--- config.mk ---
export PLATFORM = sky130hd
export DESIGN_NAME = hazard_ctrl
export DESIGN_NICKNAME = d
export VERILOG_FILES = /design/src/rtl/hazard_ctrl_pkg.sv /design/src/rtl/hazard_ctrl_tag_pipe.sv /design/src/rtl/hazard_ctrl.sv
export SDC_FILE = /design/constraint.sdc
export NUM_CORES = 1
export LEC_CHECK = 0
export ABC_AREA = 1
export BUFFER_PORTS_ARGS = -buffer_cell sky130_fd_sc_hd__buf_2
export CORE_MARGIN = 4
export CORE_UTILIZATION = 50
export DETAILED_ROUTE_END_ITERATION = 6
export PLACE_DENSITY = 0.76
export SKIP_LAST_GASP = 1
export SLEW_MARGIN = 20
export SYNTH_ARGS = -nofsm -noshare
export SYNTH_HDL_FRONTEND = slang
export SYNTH_SLANG_ARGS = --single-unit
--- constraint.sdc ---
create_clock -name clk -period 1.5 [get_ports clk]
set_input_delay 0.075 -clock clk [delete_from_list [all_inputs] [get_ports clk]]
set_output_delay 0.075 -clock clk [all_outputs]
set_load 0.02 [all_outputs]
--- src/rtl/hazard_ctrl_pkg.sv ---
// Shared types for the hazard controller: forward selects, FSM states and
// the shadow tag that tracks each in-flight instruction's destination.
package hazard_definitions;

    localparam int HZ_REG_W  = 5;
    localparam int HZ_STAGES = 3;  // EX, MEM, WB

    typedef enum logic [1:0] {
        FWD_M  = 2'b00,
        FWD_W  = 2'b01,
        FWD_RF = 2'b10
    } fwd_sel_t;

    typedef enum logic {
        HZ_RUN      = 1'b0,
        HZ_MEM_WAIT = 1'b1
    } hz_state_t;

    typedef struct packed {
        logic                valid;
        logic [HZ_REG_W-1:0] rd;
        logic                reg_write;
        logic                mem_read;
    } hz_tag_t;

    function automatic logic tag_hit(hz_tag_t t, logic [HZ_REG_W-1:0] rs);
        tag_hit = t.valid && t.reg_write && (t.rd == rs);
    endfunction

    // x0 and unused sources always read the register file.
    function automatic fwd_sel_t fwd_pick(logic [HZ_REG_W-1:0] rs, logic used,
                                          hz_tag_t ex, hz_tag_t mem);
        if (!used || rs == '0)    fwd_pick = FWD_RF;
        else if (tag_hit(ex, rs))  fwd_pick = FWD_M;
        else if (tag_hit(mem, rs)) fwd_pick = FWD_W;
        else                       fwd_pick = FWD_RF;
    endfunction

endpackage

--- src/rtl/hazard_ctrl_tag_pipe.sv ---
// Shadow tag shift register EX -> MEM -> WB; frozen when advance is low,
// and a bubble injects an invalid tag into EX.
module hazard_tag_pipe
    import hazard_definitions::*;
(
    input  logic    clk,
    input  logic    rst,
    input  logic    advance,
    input  logic    bubble,
    input  hz_tag_t id_tag,
    output hz_tag_t ex_tag,
    output hz_tag_t mem_tag,
    output hz_tag_t wb_tag
);

    hz_tag_t [HZ_STAGES-1:0] tags;

    always_ff @(posedge clk) begin
        if (rst) begin
            tags <= '0;
        end else if (advance) begin
            tags[0] <= bubble ? hz_tag_t'('0) : id_tag;
            for (int i = 1; i < HZ_STAGES; i++)
                tags[i] <= tags[i-1];
        end
    end

    assign ex_tag  = tags[0];
    assign mem_tag = tags[1];
    assign wb_tag  = tags[2];

endmodule

--- src/rtl/hazard_ctrl.sv ---
// Pipeline hazard controller: stalls, bubbles, flushes and forward selects.
// Define HAZARD_FWD_EN for forwarding; otherwise every RAW hazard stalls.
module hazard_ctrl
    import hazard_definitions::*;
(
    input  logic                clk,
    input  logic                rst,
    input  logic [HZ_REG_W-1:0] id_rs1,
    input  logic [HZ_REG_W-1:0] id_rs2,
    input  logic                id_uses_rs1,
    input  logic                id_uses_rs2,
    input  logic [HZ_REG_W-1:0] id_rd,
    input  logic                id_reg_write,
    input  logic                id_mem_read,
    input  logic                id_valid,
    input  logic                ex_take_branch,
    input  logic                mem_busy,
    output logic                if_stall,
    output logic                id_stall,
    output logic                ex_bubble,
    output logic                id_flush,
    output logic [1:0]          ex_forward_rs1,
    output logic [1:0]          ex_forward_rs2
);

    hz_tag_t   id_tag, ex_tag, mem_tag, wb_tag;
    hz_state_t state, state_nx;
    logic      flush_pending;
    logic      advance;
    logic      hazard;
    fwd_sel_t  sel1, sel2;

    assign id_tag = '{valid: id_valid, rd: id_rd, reg_write: id_reg_write, mem_read: id_mem_read};
    assign advance = !mem_busy;

    hazard_tag_pipe u_tags (
        .clk     (clk),
        .rst     (rst),
        .advance (advance),
        .bubble  (ex_bubble),
        .id_tag  (id_tag),
        .ex_tag  (ex_tag),
        .mem_tag (mem_tag),
        .wb_tag  (wb_tag)
    );

    assign sel1 = fwd_pick(id_rs1, id_uses_rs1, ex_tag, mem_tag);
    assign sel2 = fwd_pick(id_rs2, id_uses_rs2, ex_tag, mem_tag);

`ifdef HAZARD_FWD_EN
    fwd_sel_t fwd1_q, fwd2_q;

    // Only a load still in EX cannot be forwarded in time.
    assign hazard = (id_uses_rs1 && id_rs1 != '0 && ex_tag.valid && ex_tag.mem_read && ex_tag.rd == id_rs1) ||
                    (id_uses_rs2 && id_rs2 != '0 && ex_tag.valid && ex_tag.mem_read && ex_tag.rd == id_rs2);

    always_ff @(posedge clk) begin
        if (rst) begin
            fwd1_q <= FWD_RF;
            fwd2_q <= FWD_RF;
        end else if (advance && !ex_bubble) begin
            fwd1_q <= sel1;
            fwd2_q <= sel2;
        end
    end

    assign ex_forward_rs1 = fwd1_q;
    assign ex_forward_rs2 = fwd2_q;
`else
    assign hazard = (sel1 != FWD_RF) || (sel2 != FWD_RF);

    assign ex_forward_rs1 = FWD_RF;
    assign ex_forward_rs2 = FWD_RF;
`endif

    always_ff @(posedge clk) begin
        if (rst) begin
            state         <= HZ_RUN;
            flush_pending <= 1'b0;
        end else begin
            state <= state_nx;
            if (mem_busy && ex_take_branch)
                flush_pending <= 1'b1;
            else if (state == HZ_MEM_WAIT && !mem_busy)
                flush_pending <= 1'b0;
        end
    end

    always_comb begin
        state_nx = state;
        case (state)
            HZ_RUN:      if (mem_busy)  state_nx = HZ_MEM_WAIT;
            HZ_MEM_WAIT: if (!mem_busy) state_nx = HZ_RUN;
            default:     state_nx = HZ_RUN;
        endcase
    end

    // A pending flush on MEM_WAIT exit replaces whatever ex_take_branch shows.
    always_comb begin
        if_stall  = 1'b0;
        id_stall  = 1'b0;
        ex_bubble = 1'b0;
        id_flush  = 1'b0;
        if (!rst) begin
            if (mem_busy) begin
                if_stall = 1'b1;
                id_stall = 1'b1;
            end else if ((state == HZ_MEM_WAIT && flush_pending) || ex_take_branch) begin
                id_flush  = 1'b1;
                ex_bubble = 1'b1;
            end else if (hazard) begin
                if_stall  = 1'b1;
                id_stall  = 1'b1;
                ex_bubble = 1'b1;
            end
        end
    end

endmodule

==> flow_summary.json <==
{
  "synth_area_per_cell_um2": 5.66,
  "place_congestion": 0.834,
  "antenna_cells": 0,
  "initial_core_util": 0.524,
  "hold_slack_ns": -0.00119,
  "antenna_found_initial": 0,
  "hold_path_class": "in -> reg",
  "synth-seq-area-share": 0.314,
  "cts.sinks": 16,
  "port_buffers": 26,
  "ctsRootBufferMaster": "clkbuf_4",
  "async_flop_share": 0,
  "intPower_uw": 619,
  "critPathArrivalTime_ns": 1.50,
  "max_freq_mhz": 635,
  "ant_nets": 0,
  "cp-end-kind": "output pin",
  "firstDrtPassIters": 4,
  "r2r_slack_ns": 0.11,
  "grt.total_usage": 0.194,
  "p_clk_frac": 0.248,
  "seqPwrFrac": 0.525,
  "cap_violations": 0,
  "crit_path_start_kind": "register",
  "clk_latency_ns": 0.28,
  "synth_warnings": 0,
  "cpMostUsedCell": "nand2_1",
  "syn_inst": 180,
  "io_pins": 32,
  "synth.distinct_cells": 19,
  "synth_edf_count": 0,
  "finalSetupViolations": 3,
  "violations": "negative hold slack, negative setup slack",
  "drt_iter0_markers": 29,
  "ir_drop_mv": 0.494,
  "path_cells": "buf_4 -> nand2_1 -> nand2_1 -> nor2_1 -> nand3_1 -> nand2_1 -> nand2_1 -> nand2_2 -> nand2_1 -> nand2_2 -> buf_6",
  "grt_max_degree": 12,
  "fin_ws_ns": -0.0753,
  "powerDensity_mw_per_mm2": 694,
  "chipHeight_um": 53.1,
  "worst-setup-path-type": "reg -> out",
  "vias_per_cell": 4.80,
  "swShare": 0.295,
  "critical_path_required_ns": 1.42,
  "skew_ns": 0.00704,
  "core_area_mm2": 0.00194,
  "layout.cells.non_filler": 237,
  "synth_ff_type": "dfxtp_1",
  "slowest_delay_ns": 0.35,
  "synth-seq-cells": 16,
  "finalCritPeriodShare": 1.05,
  "hpwl_um": 1960,
  "slew_viol_final": 0,
  "route.detailed.drc": 0,
  "numCtsBuffers": 3,
  "grt_pass1_vias": 1063,
  "die-width_um": 53.1,
  "setup_tns_ns": -0.225,
  "dieArea_mm2": 0.00282,
  "tritoncts": "yes",
  "final_cell_mix": "nand2_1 (73), buf_2 (23), nor2_1 (20), inv_1 (20), dfxtp_2 (13)",
  "clk_path_buf_depth": 2,
  "finalHoldViolCount": 1,
  "wl_um": 2480,
  "crit_fanout": 3,
  "final_nets": 236,
  "netlist_area_mm2": 0.00102,
  "placed_area_mm2": 0.00116,
  "slowest_stage": "dfxtp_2",
  "post-place-ws_ns": 0.0779,
  "rsz0062_at_grt": "true",
  "route.vias.total": 1138,
  "p_sw_uw": 260,
  "fin_crit_ns": 1.58,
  "final_common_cell": "nand2_1",
  "drt-wirelength-per-cell_um": 10.4,
  "drive_gt1_frac": 0.314,
  "path_clk_slew_ns": 0.09,
  "dpl.cell_count": 230,
  "overflow": 0,
  "hold_buffers": 0,
  "h-tree-depth": 1,
  "leakage_nw": 0.714,
  "row_count": 16,
  "grt_pass1_wl_um": 4110,
  "comb_power_share": 0.227,
  "status": "finished, violations left",
  "syn_to_final_growth_pct": 24.3,
  "fin_area_mm2": 0.00127
}
==> state kept, by name, indices dropped and copies added (netlist names) <==
register	flops
u_tags.mem_tag	7
flush_pending	1
u_tags.ex_tag	7
state	1
==> cells in the mapped netlist (2+ instances only) <==
| cell | instances | area, µm² |
|---|---|---|
| nand4_1 | 2 | 12.5 |
| nand2_1 | 76 | 285 |
| inv_2 | 4 | 15.0 |
| a22o_1 | 2 | 17.5 |
| nor2_1 | 23 | 86.3 |
| inv_1 | 24 | 90.1 |
| o22ai_1 | 4 | 25.0 |
| buf_2 | 2 | 10.0 |
| dfxtp_1 | 16 | 320 |
| nand3_1 | 11 | 55.1 |
| o21ai_1 | 3 | 15.0 |
| buf_4 | 5 | 37.5 |
| conb_1 | 2 | 7.51 |
==> worst paths after layout <==
| kind | from | endpoint | cells past startpoint |
|---|---|---|---|
| setup reg to reg | u_tags.ex_tag[3] | u_tags.ex_tag[5] | 12 |
| setup / recovery | u_tags.ex_tag[3] | id_stall | 11 |
| hold reg to reg | u_tags.ex_tag[7] | u_tags.ex_tag[7] | 2 |
| hold / removal | id_rd[0] | u_tags.ex_tag[2] | 3 |
==> final cells by class <==
| type | count | area (µm²) |
|---|---|---|
| clock buffer | 3 | 22.5 |
| multi-input combinational | 131 | 568 |
| tap | 27 | 33.8 |
| inverter | 28 | 108 |
| fill | 199 | 676 |
| sequential | 16 | 340 |
| timing repair buffer | 32 | 194 |
==> metal layers <==
| metal | track usage | share of wire | vias up |
|---|---|---|---|
| met5 | 0 | 0 | - |
| li1 | - | - | 597 |
| met4 | 0.0638 | 0.017 | 0 |
| met2 | 0.376 | 0.51 | 33 |
| met1 | 0.214 | 0.40 | 501 |
| met3 | 0.0225 | 0.065 | 7 |
==> stage by stage <==
stage                      util  total power, mW  hold slack, ns
after floorplan               -            0.589           0.154
after global placement    0.596            0.641           0.292
after detailed placement  0.596            0.647           0.297
after CTS                 0.634            0.876         0.00232
after global routing      0.652            0.930         0.00918
final                     0.652            0.879        -0.00119
==> cell families (layout without fill, tap and decap cells) <==
group                  count (synthesis)  count (layout)  synth area share
and+or+nand+nor                      115             115             0.453
AOI/OAI and AO/OA                     12              12            0.0749
buffers and inverters                 35              63             0.150
DFF                                   16              16             0.314
other                                  2               4           0.00737
==> timing repair <==
action,in CTS,in global routing
pin swaps,7,12
resized for setup,15,17
endpoints found under the setup margin,3,10
setup buffers,3,2
cloned,0,0
==> worst max-delay path: cells and delay by family, from the launching register on <==
| family | cells | cell delay, ns |
|---|---|---|
| simple gates | 9 | 0.61 |
| buf+inv | 2 | 0.25 |
| flops | 1 | 0.35 |
==> power groups by stage <==
stage / clock network, mW / logic, mW / registers, mW
final: 0.218 / 0.199 / 0.461
after global routing: 0.241 / 0.226 / 0.464
after CTS: 0.224 / 0.193 / 0.460
after detailed placement: 0 / 0.179 / 0.468
after global placement: 0 / 0.174 / 0.467
after floorplan: 0 / 0.125 / 0.464
Power figures use the tool's default switching activity.
